**config.mk**
```make
export PLATFORM = sky130hd
export DESIGN_NAME = pipo_shift_reg
export DESIGN_NICKNAME = d
export VERILOG_FILES = /design/src/rtl/pipo_shift_pkg.sv /design/src/rtl/pipo_shift_reg_xfer_ctrl.sv /design/src/rtl/pipo_shift_reg.sv
export SDC_FILE = /design/constraint.sdc
export NUM_CORES = 1
export LEC_CHECK = 0
export ABC_CLOCK_PERIOD_IN_PS = 1800
export CAP_MARGIN = 40
export CORE_MARGIN = 2
export CORE_UTILIZATION = 45
export CTS_BUF_LIST = sky130_fd_sc_hd__clkbuf_4 sky130_fd_sc_hd__clkbuf_8
export DETAILED_ROUTE_END_ITERATION = 10
export PLACE_DENSITY = 0.85
export RECOVER_POWER = 25
export SYNTH_ARGS = -nofsm -noshare
export SYNTH_HDL_FRONTEND = slang
export SYNTH_HIERARCHICAL = 1
export SYNTH_SLANG_ARGS = --single-unit
```
**constraint.sdc**
```tcl
create_clock -name CLK -period 1.8 [get_ports CLK]
set_clock_uncertainty 0.1 [all_clocks]
set_input_delay 0.18 -clock CLK [delete_from_list [all_inputs] [get_ports CLK]]
set_output_delay 0.18 -clock CLK [all_outputs]
set_load 0.03 [all_outputs]
```
**src/rtl/pipo_shift_pkg.sv**
```systemverilog
// Shared types for pipo_shift_reg: IDLE-state shift modes and transfer FSM states.
package pipo_shift_pkg;

  typedef enum logic [1:0] {
    MODE_HOLD = 2'b00,
    MODE_LOAD = 2'b01,
    MODE_SHL  = 2'b10,
    MODE_SHR  = 2'b11
  } mode_t;

  typedef enum logic {
    ST_IDLE = 1'b0,
    ST_XFER = 1'b1
  } state_t;

endpackage

```
**src/rtl/pipo_shift_reg_xfer_ctrl.sv**
```systemverilog
// Serial-transfer sequencer: IDLE/XFER FSM plus shift counter for pipo_shift_reg.
module xfer_ctrl
  import pipo_shift_pkg::*;
#(
  parameter int N = 8
) (
  input  logic clk,
  input  logic res,
  input  logic en,
  input  logic start,
  output logic busy,
  output logic done,
  output logic load,
  output logic shift
);

  localparam int CW = $clog2(N + 1);

  state_t          state;
  logic [CW-1:0]   cnt;

  assign busy  = (state == ST_XFER);
  assign load  = en && (state == ST_IDLE) && start;
  assign shift = en && (state == ST_XFER);

  // done is a registered one-cycle pulse; any edge other than the last shift clears it
  always_ff @(posedge clk) begin
    if (res) begin
      state <= ST_IDLE;
      cnt   <= '0;
      done  <= 1'b0;
    end else begin
      done <= 1'b0;
      if (load) begin
        state <= ST_XFER;
        cnt   <= CW'(N);
      end else if (shift) begin
        cnt <= cnt - CW'(1);
        if (cnt == CW'(1)) begin
          state <= ST_IDLE;
          done  <= 1'b1;
        end
      end
    end
  end

endmodule

```
**src/rtl/pipo_shift_reg.sv**
```systemverilog
// N-bit PIPO register with hold/load/shift modes and an SPI-style full-duplex transfer engine.
// Optional even-parity output PAR when PIPO_SHIFT_PARITY_EN is defined.
module pipo_shift_reg
  import pipo_shift_pkg::*;
#(
  parameter int N = 8
) (
  input  logic         CLK,
  input  logic         res,
  input  logic         EN,
  input  logic [1:0]   MODE,
  input  logic [N-1:0] D,
  input  logic         SI_L,
  input  logic         SI_R,
  input  logic         START,
  output logic [N-1:0] Q,
`ifdef PIPO_SHIFT_PARITY_EN
  output logic         PAR,
`endif
  output logic         SO,
  output logic         BUSY,
  output logic         DONE
);

  logic load;
  logic shift;

  xfer_ctrl #(.N(N)) u_ctrl (
    .clk   (CLK),
    .res   (res),
    .en    (EN),
    .start (START),
    .busy  (BUSY),
    .done  (DONE),
    .load  (load),
    .shift (shift)
  );

  // START takes priority over MODE in IDLE; MODE only acts when no transfer is running
  always_ff @(posedge CLK) begin
    if (res) begin
      Q <= '0;
    end else if (EN) begin
      if (load) begin
        Q <= D;
      end else if (shift) begin
        Q <= {Q[N-2:0], SI_R};
      end else if (!BUSY) begin
        case (mode_t'(MODE))
          MODE_LOAD: Q <= D;
          MODE_SHL:  Q <= {Q[N-2:0], SI_R};
          MODE_SHR:  Q <= {SI_L, Q[N-1:1]};
          default:   Q <= Q;
        endcase
      end
    end
  end

  assign SO = Q[N-1];

`ifdef PIPO_SHIFT_PARITY_EN
  assign PAR = ^Q;
`endif

endmodule

```
# After elaboration in Yosys (flattened, before gate mapping)
# Index checks and enable logic that the tools add are counted.
# classes
addsub	1
n_eq_ne	5
n_mux	10
n_bitwise	2
n_reduce_logical	10
# ops
op	count
two-way mux 8 bit	3
case mux 8 bit (3 select lines)	1
two-way mux 4 bit	2
nonzero test 5 bit	1
== test 2 bit, second input constant	2
== test 4 x 1 -> 1 bit, second input constant	1
two-way mux 1 bit	4
nonzero test 2 bit	2
subtractor 4 x 1 -> 4 bit, second input constant	1
logical AND 1 bit	3
!= test 3 bit, second input constant	1
AND reduction 3 bit	1
OR reduction 3 bit	1
== test 2 x 1 -> 1 bit, second input constant	1
NOT 1 bit	2
AND reduction 2 bit	1
OR reduction 2 bit	1
# totals
reg_bits	14
output_inout_bits	11
word_cells	33

# Depth between registers and ports, before layout
# Gate-level depths: netlist of run 1.
# depth
ltp_word	5
mapped_depth	8
ltp_nobuf	6

# By module
# Netlist of run 1, hierarchy kept.
# by_module_without_submodules
module	instances	cells_per_inst	area_each_um2	seq_area_each_um2
pipo_shift_reg	1	73	609.3	160.2
xfer_ctrl	1	34	292.8	120.1

# Worst setup path before layout of run 1
# Ideal clock, no wire load.
# synth_path
path_type	register -> register
startpoint	reg u_ctrl.state, in the netlist u_ctrl/busy
endpoint	reg Q[0]
setup_ns	0.119
t_arrival_ns	1.667
path_slack_ns	-0.085
stages_incl_launch_ff	9
n_path_buf	2
path_cell_list	dfxtp_1 > nand2_1 > inv_1 > or2_1 > buf_6 > o21a_1 > buf_6 > o21ai_1 > o221a_1
# synth_via
word_cells_on_any_way	9
classes_between	1 x eq/ne; 2 x mux; 1 x bitwise; 5 x reduce/logical
# synth_lines
element	line_no	source
start: declaration	pipo_shift_reg_xfer_ctrl.sv:19	state_t state;
start signal: assignment	pipo_shift_reg_xfer_ctrl.sv:29	state <= ST_IDLE;
start signal: assignment	pipo_shift_reg_xfer_ctrl.sv:35	state <= ST_XFER;
start signal: assignment	pipo_shift_reg_xfer_ctrl.sv:40	state <= ST_IDLE;
logical AND 1 bit *	pipo_shift_reg_xfer_ctrl.sv:24	assign shift = en && (state == ST_XFER);
via shift	pipo_shift_reg.sv:26	logic shift;
!= test 3 bit (no source line), or another cell as far along	-	
AND reduction 3 bit (no source line) or two-way mux 8 bit (tied branches)	-	
end signal: assignment	pipo_shift_reg.sv:47	Q <= {Q[N-2:0], SI_R};
end signal: assignment	pipo_shift_reg.sv:51	MODE_SHL: Q <= {Q[N-2:0], SI_R};
end signal: assignment	pipo_shift_reg.sv:52	MODE_SHR: Q <= {SI_L, Q[N-1:1]};
end: declaration	pipo_shift_reg.sv:16	output logic [N-1:0] Q,
# Mark *: on every way through the listed nets, which the timed path passes. The rest lies on a longest branch.
# A chain may end at the register's enable or synchronous reset.

# Worst setup path after layout of run 1
# layout_path
startpoint	in EN
endpoint	reg Q[4]
# layout_via
word_cells_on_any_way	8
classes_between	1 x eq/ne; 2 x mux; 5 x reduce/logical
# layout_lines
element	line_no	source
start: declaration	pipo_shift_reg.sv:10	input logic EN,
logical AND 1 bit *	pipo_shift_reg_xfer_ctrl.sv:24	
via shift	pipo_shift_reg.sv:26	
!= test 3 bit (no source line), or another cell as far along	-	
AND reduction 3 bit (no source line) or two-way mux 8 bit (tied branches)	-	
# Marked as above.

==> results of run 1 <==
[worst reg2reg max path: stages (launching register included)]
cell	delay [ps]
dfxtp_4	380
nand2_1	90
inv_1	60
or2_1	240
buf_4	160
a21oi_4	240
o22ai_1	120
a32o_1	210
[sequential cells by signal, summed over array words and instances (netlist names)]
register / count
Q: 8
u_ctrl/cnt: 4
u_ctrl/busy: 1
u_ctrl/done: 1
[cells by family after synthesis]
logic type	count (synthesis)	synth area share, %
AO/OA/AOI/OAI	34	29.3
flip-flops	14	31.1
XOR/XNOR	2	1.94
AND/OR/NAND/NOR	36	20.4
buffers and inverters	13	7.90
adder cells (fa/ha/maj)	2	2.77
multiplexers	6	6.66
[worst paths after layout]
kind                         startpoint                         end  slack [ps]  cells after the start
max                                  EN           Q[4]$_SDFFE_PP0P_          90                      8
min          u_ctrl/cnt[3]$_SDFFE_PP0P_  u_ctrl/cnt[3]$_SDFFE_PP0P_         400                      2
max reg2reg    u_ctrl/busy$_SDFFE_PP0P_           Q[4]$_SDFFE_PP0P_          90                      7
min reg2reg  u_ctrl/cnt[3]$_SDFFE_PP0P_  u_ctrl/cnt[3]$_SDFFE_PP0P_         400                      2
[layer usage]
layer | vias to the layer above | track usage, % | wire length [µm]
met5 | - | 0 | 0
met4 | 0 | 10.0 | 39
met2 | 43 | 38.8 | 1150
li1 | 463 | - | -
met1 | 438 | 27.1 | 1100
met3 | 4 | 3.37 | 135
[area by class of cell]
cell class | instances | area (µm²) | area share (%)
sequential | 14 | 284 | 22.1
multi-input combinational | 80 | 553 | 43.0
tap | 27 | 33.8 | 2.62
timing repair buffer | 39 | 358 | 27.8
inverter | 6 | 22.5 | 1.75
clock buffer | 4 | 36.3 | 2.82
[layout by cell type (no fill, tap or decap), drive strengths merged, types with 2 or more instances in the layout]
cell	netlist	final
clkdlybuf4s50	0	26
dfxtp	14	14
buf	7	13
nor2	9	9
a21oi	7	7
o21ai	7	7
nand3	6	6
inv	6	6
mux2i	6	6
nor2b	6	6
nand2b	5	5
o221a	5	5
nor3	5	5
nand2	4	4
clkbuf	0	4
a31oi	3	3
o22ai	3	3
a32o	3	3
o21a	2	2
ha	2	2
[through the flow]
step / total power (µW) / worst slack, ps
after detailed placement: 644 / -166
final: 880 / 86.1
after CTS: 877 / 106
after global routing: 921 / -7.26
after global placement: 637 / -127
after floorplan: 528 / 77.0
[repair_timing]
| action | 4_1_cts | 5_1_grt |
|---|---|---|
| setup endpoints to repair | 0 | 1 |
| resized for setup | 0 | 3 |
| hold buffers | 0 | 0 |
[power breakdown]
group	switching, µW	internal (µW)	leakage, µW
registers	25.0	332	0.000116
logic	145	141	0.000347
clock network	113	123	0.0000210
==> impl_metrics.py, run 1 <==
metrics = {
    "status": {
        "outcome": "completed",
    },
    "power_and_ir_drop": {
        "p_leak_uw": 0.000484,
        "vdd_drop_max_uv": 362,
        "pwr_density_cell_nw_per_um2": 683,
    },
    "sta": {
        "slew_headroom_pct": 75.3,
        "final-hold-violation-count": 0,
        "final.period_utilization_pct": 95.2,
        "tightest_slew_ps": 370,
        "fin_crit_ps": 1710,
        "rsz0062_at_grt": "true",
        "setup_tns_ps": 0,
        "max_freq_mhz": 583,
        "setup_viol": 0,
        "drv_slew": 0,
        "hold_ws_ps": 396,
    },
    "grt": {
        "grt_first_pass_wirelength_um": 4150,
        "grt_start_max_net_pins": 18,
        "grt-ovfl-total": 0,
        "antenna_found_initial": 0,
        "first_global_vias": 969,
        "grt_usage_pct": 22.3,
    },
    "finish": {
        "syn_to_final_growth_pct": 42.7,
        "n_fill_cell": 171,
        "drive_gt1_share_pct": 16.8,
        "finalNetCount": 162,
        "fin_area_um2": 1290,
        "post-route-util_pct": 67.0,
        "final_cells": 170,
        "n_antenna_cell": 0,
    },
    "placement": {
        "dp_cells": 166,
        "gp_congestion": 0.863,
        "port_buffers": 26,
        "hpwl_um": 1810,
        "placed_area_um2": 1250,
    },
    "worst_setup_path": {
        "required_ps": 1880,
        "cp-start-kind": "input pin",
        "crit_family": "buffers and inverters",
        "path_max_fanout": 8,
        "cp_num_buf_inv": 3,
        "worstSetupPathType": "in -> reg",
        "crit_chain": "clkdlybuf4s50_1 > nand2_1 > inv_1 > or2_1 > buf_4 > a21oi_4 > o22ai_1 > a32o_1",
        "worst_setup_path_end_kind": "register",
        "critPathSlowestCell": "clkdlybuf4s50_1",
        "cp_data_arrival_time_ps": 1800,
        "cpPeakStageDelay_ps": 460,
    },
    "routing": {
        "drc": 0,
        "ant_nets": 0,
        "vias": 948,
        "viasPerCell": 5.58,
        "routed_wl_um": 2430,
        "wire_per_inst_um": 14.3,
        "drtIter0Drc": 19,
        "firstDrtPassIters": 4,
    },
    "clocking": {
        "clk_latency_ps": 290,
        "cts_num_sinks": 14,
        "post_cts_buffers": 0,
        "cts_htree_levels": 1,
        "cts_buffer_depth": 2,
        "cts_tree": "built",
        "root_buffer": "clkbuf_4",
        "clk_pin_slew_ps": 90,
        "numCtsBuffers": 3,
    },
    "logic_synthesis": {
        "syn_avg_cell_area_um2": 8.43,
        "netlist_area_um2": 902,
        "synth.area.top_cells": "dfxtp_1 (31%), mux2i_1 (6.7%), o221a_1 (6.2%)",
        "yosysTopAreaCell": "dfxtp_1",
        "ys_ff_latch": 14,
        "synth_common_cells": "dfxtp_1 (14), nor2_1 (9)",
        "yosysSeqAreaShare_pct": 31.1,
        "synth_top_area_share_pct": 31.1,
        "ys_async_sr_fraction_pct": 0,
        "synth-edff-count": 0,
        "synth_ff_type": "dfxtp_1",
        "ys_warn_count": 6,
        "postSynthCellCount": 107,
        "synth.most_common_cell": "dfxtp_1",
        "synth.distinct_cells": 32,
        "syn_nets": 125,
    },
    "floorplanning": {
        "core_area_um2": 1920,
        "io_pins": 27,
        "die_w_um": 48.8,
        "die_h_um": 48.8,
        "core.rowCount": 16,
        "initial_core_util_pct": 46.9,
        "dieArea_um2": 2380,
    },
    "flow_run": {
        "maxCapViolations": 0,
    },
    "min_path": {
        "hold_path_class": "reg -> reg",
    },
}
No activity file was read; power rests on OpenSTA's default activity.
==> run 2: changes to the inputs <==
--- a/config.mk
+++ b/config.mk
@@ -11,7 +11,7 @@
 export CORE_UTILIZATION = 45
 export CTS_BUF_LIST = sky130_fd_sc_hd__clkbuf_4 sky130_fd_sc_hd__clkbuf_8
 export DETAILED_ROUTE_END_ITERATION = 10
-export PLACE_DENSITY = 0.85
+export PLACE_DENSITY = 0.83
 export RECOVER_POWER = 25
 export SYNTH_ARGS = -nofsm -noshare
 export SYNTH_HDL_FRONTEND = slang
==> run 2 against run 1 <==
Register-to-register slack barely moved. Core utilization fell by 1.0 points. Global-route usage rose by 0.40 points. Clock power barely moved. Sequential power barely moved. Sequential share of layout area rose by 0.15 points. Wire length rose by 0.82%. Combinational power barely moved. Critical endpoint unchanged.
==> impl_metrics.py, run 2 (synthesized netlist as in run 1, its figures left out) <==
metrics = {
    "routing": {
        "ant_nets": 0,
        "vias": 950,
        "drtIter0Drc": 23,
        "viasPerCell": 5.62,
        "wire_per_inst_um": 14.5,
        "drc": 0,
        "routed_wl_um": 2450,
        "firstDrtPassIters": 4,
    },
    "finish": {
        "finalNetCount": 161,
        "post-route-util_pct": 66.0,
        "largest_reg_flops": 8,
        "layout_commonest_cell": "clkdlybuf4s50_1",
        "n_antenna_cell": 0,
        "fin_area_um2": 1270,
        "regArea_um2": 282,
        "largestRegisters": "Q (8), u_ctrl/cnt (4)",
        "n_fill_cell": 170,
        "drive_gt1_share_pct": 14.8,
        "multiInputGateArea_um2": 547,
        "mostFrequentLayoutCells": "clkdlybuf4s50_1 (26), dfxtp_1 (13), buf_4 (11), nor2_1 (9)",
        "syn_to_final_growth_pct": 40.5,
        "regMostFlops": "Q",
    },
    "worst_setup_path": {
        "rrSetupSlack_ps": 100,
        "cp-start-kind": "input pin",
        "cpPeakStageDelay_ps": 450,
        "worstSetupPathType": "in -> reg",
        "regToRegEndpoint": "Q[4]$_SDFFE_PP0P_",
        "r2r_start": "u_ctrl/busy$_SDFFE_PP0P_",
        "worst_setup_path_end_kind": "register",
        "path_max_fanout": 8,
        "cp_data_arrival_time_ps": 1810,
        "crit_chain": "clkdlybuf4s50_1 > nand2_1 > nor2_1 > or2_1 > buf_4 > a21oi_4 > o22ai_1 > a32o_1",
        "reg2regPathDepth": 7,
        "crit_family": "buffers and inverters",
        "required_ps": 1890,
        "cp_num_buf_inv": 2,
        "critPathSlowestCell": "clkdlybuf4s50_1",
    },
    "floorplanning": {
        "core.rowCount": 16,
        "die_w_um": 48.8,
        "io_pins": 27,
        "core_area_um2": 1920,
        "dieArea_um2": 2380,
        "initial_core_util_pct": 46.9,
        "die_h_um": 48.8,
    },
    "placement": {
        "placed_area_um2": 1240,
        "port_buffers": 26,
        "hpwl_um": 1860,
        "gp_congestion": 0.812,
    },
    "sta": {
        "setup_viol": 0,
        "final-hold-violation-count": 0,
        "slew_headroom_pct": 77.6,
        "setup_tns_ps": 0,
        "drv_slew": 0,
        "tightest_slew_ps": 337,
        "final.period_utilization_pct": 95.6,
        "fin_crit_ps": 1720,
        "rsz0062_at_grt": "false",
        "max_freq_mhz": 581,
    },
    "clocking": {
        "root_buffer": "clkbuf_4",
        "cts_buffer_depth": 2,
        "cts_htree_levels": 1,
        "clk_pin_slew_ps": 100,
        "clk_latency_ps": 290,
        "cts_num_sinks": 14,
        "cts_tree": "built",
        "numCtsBuffers": 3,
        "post_cts_buffers": 0,
    },
    "grt": {
        "grt_start_max_net_pins": 18,
        "grt_first_pass_wirelength_um": 4240,
        "first_global_vias": 970,
        "grt_usage_pct": 22.7,
        "grt-ovfl-total": 0,
        "antenna_found_initial": 0,
    },
    "status": {
        "outcome": "completed",
    },
    "power_and_ir_drop": {
        "p_total_uw": 878,
        "vdd_drop_max_uv": 378,
        "p_leak_uw": 0.000473,
        "pwr_density_cell_nw_per_um2": 693,
    },
    "flow_run": {
        "maxCapViolations": 0,
    },
    "min_path": {
        "whs_path_depth": 2,
        "holdPathEnd": "u_ctrl/cnt[3]$_SDFFE_PP0P_",
        "hold_path_class": "reg -> reg",
        "hold_path.startpoint": "u_ctrl/cnt[3]$_SDFFE_PP0P_",
    },
}
run 2: worst max path at each step:
stage,start,endpoint,slack [ps],depth (start not counted)
after floorplan,u_ctrl/busy$_SDFFE_PP0P_,Q[0]$_SDFFE_PP0P_,80,7
after global placement,EN,Q[7]$_SDFFE_PP0P_,-120,8
final,EN,Q[4]$_SDFFE_PP0P_,80,8
after CTS,EN,Q[1]$_SDFFE_PP0P_,100,7
after detailed placement,EN,Q[5]$_SDFFE_PP0P_,-190,7
after global routing,u_ctrl/busy$_SDFFE_PP0P_,Q[1]$_SDFFE_PP0P_,10,7
run 2: report_power, final:
| part | internal, µW | leakage (µW) | total, µW | switching (µW) |
|---|---|---|---|---|
| clock network | 123 | 0.0000210 | 237 | 114 |
| registers | 332 | 0.000115 | 357 | 25.1 |
| logic | 139 | 0.000337 | 283 | 145 |
| total | 594 | 0.000473 | 878 | 284 |
run 2: area by class of cell:
class	instances	area share (%)
clock buffers	4	2.86
repair buffers	38	27.3
multi-input cells	80	43.1
inverters	6	1.78
flip-flops and latches	14	22.2
well taps	27	2.67
run 2: stage by stage:
stage | hold slack [ps] | worst slack (ps) | cells
after floorplan | 146 | 77.0 | 107
after global placement | 380 | -119 | 165
after detailed placement | 391 | -192 | 165
after CTS | 404 | 101 | 169
after global routing | 439 | 9.67 | 169
final | 407 | 78.7 | 169
run 2: repair_timing:
item / in CTS / in global routing
setup endpoints to repair: 0 / 5
gates resized for setup: 0 / 1
hold buffers: 0 / 0
run 2: worst reg2reg max path, cell delays in order (launching register included):
cell     delay, ps
dfxtp_2        380
nand2_1         90
inv_1           50
or2_1          250
buf_4          160
a21oi_4        220
o22ai_1        130
a32o_1         220
run 2: per-layer routing:
layer  vias to the layer above  track usage (%)  share of wire, %
met5                         -                0                 0
met4                         0             13.8               2.0
met3                         6             5.21               8.9
met2                        52             37.2                47
met1                       435             26.9                42
li1                        457                -                 -
